[src/rtl/halut_decoder_ctrl.sv]
// halut_decoder_ctrl: job sequencer placed in front of one halut_decoder.
// A job first streams C*K FP16 LUT entries into the decoder write port
// (LOAD), then feeds C k-indices per row (RUN), gives the decoder one extra
// enabled cycle to emit the last row (FLUSH) and finally drains the
// outstanding results (WAIT). Each row produces one FP32 result through a
// single-entry valid/ready buffer.
module halut_decoder_ctrl #(
    parameter int unsigned K              = 16,
    parameter int unsigned C              = 32,
    parameter int unsigned DataTypeWidth  = 16,
    parameter int unsigned RowCntWidth    = 16,
    parameter int unsigned TotalAddrWidth = $clog2(C * K),
    parameter int unsigned CAddrWidth     = $clog2(C),
    parameter int unsigned TreeDepth      = $clog2(K)
) (
    input  logic                      clk_i,
    input  logic                      rst_ni,
    input  logic                      start_i,
    input  logic [RowCntWidth-1:0]    num_rows_i,
    input  logic [DataTypeWidth-1:0]  lut_wdata_i,
    input  logic                      lut_wvalid_i,
    output logic                      lut_wready_o,
    input  logic [TreeDepth-1:0]      k_i,
    input  logic                      k_valid_i,
    output logic                      k_ready_o,
    output logic [TotalAddrWidth-1:0] dec_waddr_o,
    output logic [DataTypeWidth-1:0]  dec_wdata_o,
    output logic                      dec_we_o,
    output logic [CAddrWidth-1:0]     dec_c_addr_o,
    output logic [TreeDepth-1:0]      dec_k_addr_o,
    output logic                      dec_en_o,
    input  logic [31:0]               dec_result_i,
    input  logic                      dec_valid_i,
    output logic [31:0]               res_o,
    output logic                      res_valid_o,
    input  logic                      res_ready_i,
    output logic                      busy_o
);

    // Handshake semantics for the LUT, index and result streams: a transfer
    // takes place on each rising clk_i edge where valid and ready are both
    // high. The valid side holds its data stable until that edge; a ready
    // never depends on the valid of its own stream.

    localparam logic [TotalAddrWidth-1:0] LastAddr = TotalAddrWidth'(C * K - 1);
    localparam logic [CAddrWidth-1:0]     LastC    = CAddrWidth'(C - 1);
    localparam logic [RowCntWidth-1:0]    OneRow   = RowCntWidth'(1);

    typedef enum logic [2:0] {
        IDLE  = 3'd0,
        LOAD  = 3'd1,
        RUN   = 3'd2,
        FLUSH = 3'd3,
        WAIT  = 3'd4
    } state_e;

    state_e                    state_q;
    state_e                    state_d;

    logic [TotalAddrWidth-1:0] load_cnt_q;
    logic [CAddrWidth-1:0]     c_cnt_q;
    logic [RowCntWidth-1:0]    rows_q;
    logic [1:0]                pending_q;
    logic                      dec_valid_q;
    logic [31:0]               res_q;
    logic                      res_valid_q;

    logic                      lut_fire;
    logic                      k_ready;
    logic                      k_fire;
    logic                      last_entry;
    logic                      row_end;
    logic                      row_done;
    logic                      last_row;
    logic                      rise;
    logic                      capture;
    logic                      res_pop;

    // Handshake and event decode shared by the FSM and the datapath.
    always_comb begin
        lut_fire   = (state_q == LOAD) && lut_wvalid_i;
        // Hold off new indices while a result sits unread: the next row start
        // would otherwise make the decoder emit into a full buffer.
        k_ready    = (state_q == RUN) && !(res_valid_q && !res_ready_i);
        k_fire     = k_ready && k_valid_i;
        last_entry = (load_cnt_q == LastAddr);
        row_end    = (c_cnt_q == LastC);
        row_done   = k_fire && row_end;
        last_row   = (rows_q == OneRow);
        rise       = dec_valid_i && !dec_valid_q;
        // A rise with nothing pending is the stale output that the first
        // enabled cycle of a job flushes out of the decoder; it is dropped.
        capture    = rise && (pending_q != 2'd0) && !res_valid_q;
        res_pop    = res_valid_q && res_ready_i;
    end

    // FSM state register.
    always_ff @(posedge clk_i or negedge rst_ni) begin
        if (!rst_ni) begin
            state_q <= IDLE;
        end else begin
            state_q <= state_d;
        end
    end

    // FSM next-state logic.
    always_comb begin
        state_d = state_q;
        case (state_q)
            IDLE: begin
                if (start_i) begin
                    state_d = LOAD;
                end
            end
            LOAD: begin
                if (lut_fire && last_entry) begin
                    state_d = (rows_q == '0) ? IDLE : RUN;
                end
            end
            RUN: begin
                if (row_done && last_row) begin
                    state_d = FLUSH;
                end
            end
            FLUSH: begin
                state_d = WAIT;
            end
            WAIT: begin
                if ((pending_q == 2'd0) && !res_valid_q) begin
                    state_d = IDLE;
                end
            end
            default: begin
                state_d = IDLE;
            end
        endcase
    end

    // FSM outputs: decoder write port, decoder lookup port and stream readies.
    always_comb begin
        lut_wready_o = (state_q == LOAD);
        k_ready_o    = k_ready;
        dec_we_o     = lut_fire;
        dec_waddr_o  = '0;
        dec_wdata_o  = '0;
        dec_en_o     = 1'b0;
        dec_c_addr_o = '0;
        dec_k_addr_o = '0;
        busy_o       = (state_q != IDLE);
        if (lut_fire) begin
            dec_waddr_o = load_cnt_q;
            dec_wdata_o = lut_wdata_i;
        end
        if (k_fire) begin
            dec_en_o     = 1'b1;
            dec_c_addr_o = c_cnt_q;
            dec_k_addr_o = k_i;
        end else if (state_q == FLUSH) begin
            // Parking the decoder at the last codebook makes it emit the
            // final row now and restart its accumulator on the next job.
            dec_en_o     = 1'b1;
            dec_c_addr_o = LastC;
            dec_k_addr_o = '0;
        end
    end

    // LUT write address counter; clears after the last entry of a load.
    always_ff @(posedge clk_i or negedge rst_ni) begin
        if (!rst_ni) begin
            load_cnt_q <= '0;
        end else if (lut_fire) begin
            load_cnt_q <= last_entry ? '0 : load_cnt_q + TotalAddrWidth'(1);
        end
    end

    // Codebook counter; wraps at the end of every row.
    always_ff @(posedge clk_i or negedge rst_ni) begin
        if (!rst_ni) begin
            c_cnt_q <= '0;
        end else if (k_fire) begin
            c_cnt_q <= row_end ? '0 : c_cnt_q + CAddrWidth'(1);
        end
    end

    // Rows remaining in the job; loaded at start, counted down per row.
    always_ff @(posedge clk_i or negedge rst_ni) begin
        if (!rst_ni) begin
            rows_q <= '0;
        end else if ((state_q == IDLE) && start_i) begin
            rows_q <= num_rows_i;
        end else if (row_done) begin
            rows_q <= rows_q - OneRow;
        end
    end

    // Rows fully issued to the decoder whose result has not been captured.
    always_ff @(posedge clk_i or negedge rst_ni) begin
        if (!rst_ni) begin
            pending_q <= 2'd0;
        end else begin
            case ({row_done, capture})
                2'b10:   pending_q <= pending_q + 2'd1;
                2'b01:   pending_q <= pending_q - 2'd1;
                default: pending_q <= pending_q;
            endcase
        end
    end

    // Delayed decoder valid for rising-edge detection.
    always_ff @(posedge clk_i or negedge rst_ni) begin
        if (!rst_ni) begin
            dec_valid_q <= 1'b0;
        end else begin
            dec_valid_q <= dec_valid_i;
        end
    end

    // Single-entry result buffer; a capture wins over a same-cycle pop.
    always_ff @(posedge clk_i or negedge rst_ni) begin
        if (!rst_ni) begin
            res_q       <= '0;
            res_valid_q <= 1'b0;
        end else if (capture) begin
            res_q       <= dec_result_i;
            res_valid_q <= 1'b1;
        end else if (res_pop) begin
            res_valid_q <= 1'b0;
        end
    end

    assign res_o       = res_q;
    assign res_valid_o = res_valid_q;

    // The index stall guarantees the buffer is empty whenever a real row
    // result arrives; anything else would silently lose a row.
    buffer_free_on_rise: assert property (
        @(posedge clk_i) disable iff (!rst_ni)
        (rise && (pending_q != 2'd0)) |-> !res_valid_q
    );

endmodule

[config.mk]
export PLATFORM = sky130hd
export DESIGN_NAME = halut_decoder_ctrl
export DESIGN_NICKNAME = d
export VERILOG_FILES = /design/src/rtl/halut_decoder_ctrl.sv
export SDC_FILE = /design/constraint.sdc
export NUM_CORES = 1
export LEC_CHECK = 0
export BUFFER_PORTS_ARGS = -buffer_cell sky130_fd_sc_hd__buf_2
export CORE_ASPECT_RATIO = 0.8
export CORE_UTILIZATION = 53
export CTS_BUF_LIST = sky130_fd_sc_hd__clkbuf_8
export DETAILED_ROUTE_END_ITERATION = 16
export PLACE_DENSITY = 0.95
export SLEW_MARGIN = 20
export SYNTH_ARGS = -nofsm -noshare
export SYNTH_HDL_FRONTEND = slang
export SYNTH_SLANG_ARGS = --single-unit
[constraint.sdc]
create_clock -name clk_i -period 5.77 [get_ports clk_i]
set_input_delay 0.577 -clock clk_i [delete_from_list [all_inputs] [get_ports clk_i]]
set_output_delay 0.577 -clock clk_i [all_outputs]
set_load 0.01 [all_outputs]
==> run metrics, run 1 <==
fin crit share between 40% and 50%; Worst EP required 6.03 ns; power share of the clock group 26.1%; Seq pwr share a little over two fifths; Syn. warnings 0; Inserted Diodes 0; clk slew on worst S/H paths 0.07 ns; Clk Latency, worst-skew pair roughly 0.34 ns; clk buf depth 2; #FFs+latches synth 69; Port-buffer cells roughly 150; DRC Markers 0; CP arrival 2.94 ns; syn_area_per_cell approximately 11 µm²; Mapped Cells 320; vias between 2000 and 3000; Highest Clock Rate 0.3729 GHz; Routed Antenna Nets 0; worst slack at placement between 3 and 4 ns; TritonCTS clock tree yes; internal power 1.126 mW; commonest non-fill, non-tap cell in the layout buf_2; TritonCTS Sinks 69; CP max FO 11; HP Start dec_valid_i; Post-CTS Setup Bufs 0; Post-synth EDFFs 0; setup ws final 3.088 ns; DP Wirelength roughly 5900 µm; final core utilization approximately three quarters; number of global-route vias before repair about 2900; first-pass GRT wire length roughly 13000 µm; LEAKAGE ~2.4 nW; max incr delay on CP around 0.6 ns; post-CTS sizing 0; Starting Density 56.43%; final setup vio count 0; CP dominant cell by count ha_1; core footprint around 6100 µm²; Pwr Density approximately 370 nW/µm²; IO Count 147; Crit-path slowest cell or4_1; GR Util All Layers 24.87%; CTS hold repair buffers 0; switching power around 510 µW; initial antenna violation count 0; Worst Hold Class in -> reg; Placer Congestion just under 0.8; critical path class reg -> reg; layout cells sized above 1 44.14%; RSZ-0062 raised after global routing false; startpoint type of the worst setup path register; nets 547; H-tree lvl count 3; post-synthesis async set-or-reset flop share 100.0%; Iter 0 DRT Violations about 140; average wire per standard cell ~15 µm; final wirelength ~8300 µm; Worst VDD drop between 0.2 and 0.3 mV; # rows 25; Hold WS ~0.36 ns; Cell Area, Synth approximately 3400 µm²; CTS root buf clkbuf_8; register area share after synthesis between 50% and 60%; crit path capture type register; combinational share of power 30.1%; Fin Clk Skew roughly 0.0046 ns; crit-path cells ha_1 > and3_1 > ha_1 > nor4bb_1 > nand4_1 > or4_1 > a31oi_1; setup slack, reg-to-reg approximately 3.1 ns; worst-margin pin slew slightly above 0.9 ns; maxcap violations 0; aggregate negative setup slack 0 ns; largest net degree at the start of global routing 70; full die area about 6800 µm²; CP delay by family, top simple AND/OR/NAND/NOR gates; drt pass-1 iters 4; post-synth net total about 400; outcome complete, no violations; Area Growth Syn to Fin 29.41%; total gr overflow 0; Final Max Slew Viols 0; commonest non-fill, non-tap cells in the layout buf_2 (146), dfrtp_1 (69), mux2_2 (33), and2_1 (31), nand2_1 (23); Die Y about 74 µm; CTS Buf Count 9; Final Hold Fails 0; Sw Ratio 30.98%; worst r2r src c_cnt_q[0]$_DFFE_PN0P_; post-layout min period 2.682 ns; CP bufs+invs 0; die outline width ~92 µm; Slew HR between 30% and 40%; critical path startpoint c_cnt_q[0]$_DFFE_PN0P_; detailed-route vias per instance ~5.4; synth unique cells between 40 and 50; Synth Flop Type dfrtp_1
## through the flow
step / instances / area, µm² / total power [mW]
after floorplan: 320 / 3425 / 0.9938
after global placement: 535 / 4219 / 1.176
after detailed placement: 535 / 4219 / 1.216
after CTS: 550 / 4432 / 1.643
after global routing: 550 / 4432 / 1.720
final: 550 / 4432 / 1.631
## logic make-up after synthesis
kind of cell | after synthesis | share of synthesized area (%)
simple gates | 125 | 21.12
flops | 69 | 50.42
compound gates | 57 | 10.38
mux | 34 | 11.14
buf+inv | 19 | 2.082
xor+xnor | 9 | 2.302
fa+ha+maj | 7 | 2.557
## worst register-to-register path, stage by stage, from the launching register on
cell and delay, ns:
dfrtp_1 0.43, ha_1 0.22, and3_1 0.17, ha_1 0.28, nor4bb_1 0.33, nand4_1 0.38, or4_1 0.59, a31oi_1 0.19
## flip-flops by register name, indices dropped and copies added (netlist names)
signal / cells
c_cnt_q: 5
dec_valid_q: 1
load_cnt_q: 9
pending_q: 2
res_o: 32
res_valid_o: 1
rows_q: 16
state_q: 3
## worst paths after layout
| kind | endpoint | depth (start not counted) |
|---|---|---|
| worst min-delay path | dec_valid_q$_DFF_PN0_ | 1 |
| worst max register to register | rows_q[15]$_DFFE_PN0P_ | 7 |
| worst max-delay path | rows_q[15]$_DFFE_PN0P_ | 7 |
| worst min register to register | pending_q[1]$_DFFE_PN0P_ | 1 |
| max in group asynchronous | rows_q[8]$_DFFE_PN0P_ | 2 |
| min in group asynchronous | res_o[19]$_DFFE_PN0P_ | 2 |
## routing by layer
layer / GRT usage, % / routed length, µm / vias up
met5: 0 / 0 / -
met4: 10.24 / 235 / 0
met3: 5.797 / 421 / 24
met2: 44.94 / 4266 / 116
met1: 28.85 / 3347 / 1405
li1: - / - / 1432
## layout make-up
type | instances | area, µm²
Timing Repair Buffer | 148 | 745.7
Multi-Input combinational cell | 232 | 1627
Sequential cell | 69 | 1727
Clock inverter | 5 | 75.07
Tap cell | 81 | 101.3
Inverter | 5 | 18.77
Clock buffer | 10 | 137.6
Fill cell | 435 | 1637
## cells in the mapped netlist (2+ instances only)
cell       n  share of area [%]
a21oi_1    6               0.88
clkbuf_1  14                1.5
or4_1      3               0.66
nor3_1     4               0.58
or3_1      4               0.73
nand3_1    4               0.58
a31oi_1   12                2.2
and2_1    31                5.7
nand4_1    6                1.1
mux2_2    33                 11
nor4_1     2               0.37
o21ai_0   19                2.8
a22oi_1    2               0.44
nand2_1   23                2.5
a21o_1     7                1.5
xor2_1     6                1.5
inv_1      4               0.44
nand2b_1   6                1.1
nand3b_1   3               0.66
and3_1     5               0.91
ha_1       7                2.6
or3_2      4               0.88
dfrtp_1   69                 50
xnor2_1    3               0.77
nor3b_1    2               0.44
o31ai_1    6                1.3
nor2_1    20                2.2
## power by group through the flow
stage | clock, mW | sequential, mW | combinational [mW]
after floorplan | 0 | 0.764 | 0.230
final | 0.425 | 0.715 | 0.491
after CTS | 0.432 | 0.713 | 0.497
after global placement | 0 | 0.707 | 0.469
after global routing | 0.448 | 0.735 | 0.537
after detailed placement | 0 | 0.721 | 0.495
No activity file was read; power rests on OpenSTA's default activity.
==> run 2, diff against run 1 <==
--- a/config.mk
+++ b/config.mk
@@ -5,12 +5,13 @@
 export SDC_FILE = /design/constraint.sdc
 export NUM_CORES = 1
 export LEC_CHECK = 0
+export ABC_AREA = 1
 export BUFFER_PORTS_ARGS = -buffer_cell sky130_fd_sc_hd__buf_2
 export CORE_ASPECT_RATIO = 0.8
-export CORE_UTILIZATION = 53
+export CORE_UTILIZATION = 46
 export CTS_BUF_LIST = sky130_fd_sc_hd__clkbuf_8
 export DETAILED_ROUTE_END_ITERATION = 16
-export PLACE_DENSITY = 0.95
+export PLACE_DENSITY = 0.88
 export SLEW_MARGIN = 20
 export SYNTH_ARGS = -nofsm -noshare
 export SYNTH_HDL_FRONTEND = slang
==> constraint.sdc (replaced) <==
create_clock -name clk_i -period 2.15 [get_ports clk_i]
set_input_delay 0.215 -clock clk_i [delete_from_list [all_inputs] [get_ports clk_i]]
set_output_delay 0.215 -clock clk_i [all_outputs]
set_load 0.01 [all_outputs]
==> run metrics, run 2 <==
outcome complete, no violations; Cell Area, Synth a little under 4000 µm²; commonest non-fill, non-tap cell in the layout nand2_1; Mapped Cells 534; initial antenna violation count 0; Final Hold Fails 0; drt pass-1 iters 5; Final Max Slew Viols 0; Placer Congestion roughly 0.89; TritonCTS Sinks 69; final setup vio count 0; Die Y ~84 µm; Worst Hold Class in -> reg; startpoint type of the worst setup path register; crit path capture type output pin; final std cells w/o fill between 700 and 800; Slew HR roughly three quarters; Syn. warnings 0; post-layout min period 2.091 ns; post-synthesis async set-or-reset flop share 100.0%; GR Util All Layers between 20% and 30%; Iter 0 DRT Violations ~210; syn_area_per_cell approximately 7.2 µm²; number of global-route vias before repair ~3700; max incr delay on CP approximately 0.48 ns; CTS Buf Count 9; CP bufs+invs 2; vias 3892; fin crit share between 90% and 100%; full die area approximately 9000 µm²; max FFs per register 32; worst-margin pin slew between 0.3 and 0.4 ns; FILL cells around 710; # rows 29; crit-path cells nor2_4 > nand4_4 > clkinvlp_4 > nor2_1 > a21oi_1 > buf_2; Starting Density around half; clk buf depth 2; TritonCTS clock tree yes; Highest Clock Rate about 0.48 GHz; Post-synth EDFFs 0; average wire per standard cell 12.45 µm; switching power roughly 2.2 mW; synth top area cells dfrtp_1 (45%), nand2_1 (19%), nor2_1 (7.2%); Synth top cells by count nand2_1 (200), nor2_1 (74), dfrtp_1 (69), inv_1 (69), nand3_1 (28); internal power 2.994 mW; Crit-path slowest cell dfrtp_1; #FFs+latches synth between 60 and 70; register area share after synthesis around 45%; CP arrival 1.88 ns; detailed-route vias per instance ~4.9; layout cells sized above 1 27.50%; core footprint roughly 8000 µm²; CP max FO 10; Routed Antenna Nets 0; Synth Flop Type dfrtp_1; largest net degree at the start of global routing 70; Clk Latency, worst-skew pair about 0.35 ns; CTS root buf clkbuf_8; Inst Count DP between 700 and 800; Port-buffer cells roughly 150; final core utilization between 60% and 70%; Worst EP required ~1.9 ns; combinational share of power about two fifths; Final Power 5.155 mW; CP delay by family, top simple AND/OR/NAND/NOR gates; DRC Markers 0; final wirelength around 9900 µm; Yosys top cell area share 44.76%; Sw Ratio 41.93%; critical path class reg -> out; largest area contributor in the netlist dfrtp_1; Pwr Density around 1000 nW/µm²; Seq pwr share 35.5%; Inserted Diodes 0; synth unique cells 33; Worst VDD drop 0.6657 mV; total gr overflow 0; maxcap violations 0; nets ~770; Fin Clk Skew just over 0.008 ns; setup ws final 0.05864 ns; DP Wirelength approximately 7000 µm; worst slack at placement around 0.19 ns; IO Count about 150; commonest non-fill, non-tap cells in the layout nand2_1 (200), buf_2 (146), nor2_1 (73), inv_1 (69), dfrtp_1 (69); clk slew on worst S/H paths 0.08 ns; count leader, synth nand2_1; H-tree lvl count 3; first-pass GRT wire length roughly 17000 µm; post-synth net total ~620; aggregate negative setup slack 0 ns; die outline width 104.4 µm; power share of the clock group a little under a quarter; LEAKAGE 3.006 nW; Area Growth Syn to Fin 28.41%
run 2: path summary, 6_finish.rpt:
path | startpoint | to | slack (ns) | cells past startpoint
max reg2reg | load_cnt_q[0]$_DFFE_PN0P_ | load_cnt_q[5]$_DFFE_PN0P_ | 0.18 | 10
max | state_q[2]$_DFFE_PN0P_ | dec_c_addr_o[3] | 0.06 | 6
min | dec_result_i[27] | res_o[27]$_DFFE_PN0P_ | 0.06 | 3
max in group asynchronous | rst_ni | rows_q[15]$_DFFE_PN0P_ | 1.43 | 3
min reg2reg | res_o[3]$_DFFE_PN0P_ | res_o[3]$_DFFE_PN0P_ | 0.48 | 2
min in group asynchronous | rst_ni | res_o[18]$_DFFE_PN0P_ | 0.41 | 3
run 2: routing by layer:
layer	vias up	part of all wire [%]	GRT usage (%)
met5	-	0	0
met4	0	2.4	9.740
met3	27	5.1	4.918
met2	140	49	40.52
met1	1784	44	29.07
li1	1941	-	-
run 2: logic make-up after synthesis:
logic type      Yosys count  synth area share (%)
xor+xnor                  5                 1.135
flops                    69                 44.76
compound gates           38                 5.482
fa+ha+maj                 7                 2.270
buf+inv                  85                 9.536
simple gates            330                 36.81
run 2: cell type report:
| cell class | instances | area (µm²) | area share (%) |
|---|---|---|---|
| multi-input cells | 380 | 1775 | 35.84 |
| flip-flops and latches | 69 | 1727 | 34.86 |
| repair buffers | 154 | 808.3 | 16.32 |
| inverters | 72 | 276.5 | 5.582 |
| clock buffers | 10 | 137.6 | 2.778 |
| well taps | 108 | 135.1 | 2.728 |
| clock inverters | 6 | 93.84 | 1.894 |
run 2: stage by stage:
stage | area, µm² | hold slack, ns
after CTS | 4915 | 0.04253
after floorplan | 3857 | -0.08059
after global routing | 4954 | 0.04474
after global placement | 4663 | 0.2623
after detailed placement | 4663 | 0.2705
final | 4954 | 0.05561
run 2: worst min-delay path: stages:
cell	delay [ns]
buf_2	0.07
nand2_1	0.04
nand2_1	0.04
run 2: power groups by stage:
stage,combinational [mW],clock (mW),sequential [mW]
2_1_floorplan,1.54,0,1.78
5_1_grt,2.41,1.31,1.87
6_report,2.10,1.22,1.83
4_1_cts,2.07,1.25,1.82
3_5_place_dp,2.04,0,1.84
3_3_place_gp,1.96,0,1.82
run 2: what timing repair did:
item	in CTS	in global routing
gates resized for setup	0	4
hold endpoints to repair	70	0
hold buffers	2	0
setup endpoints to repair	0	12
buffers inserted	0	3
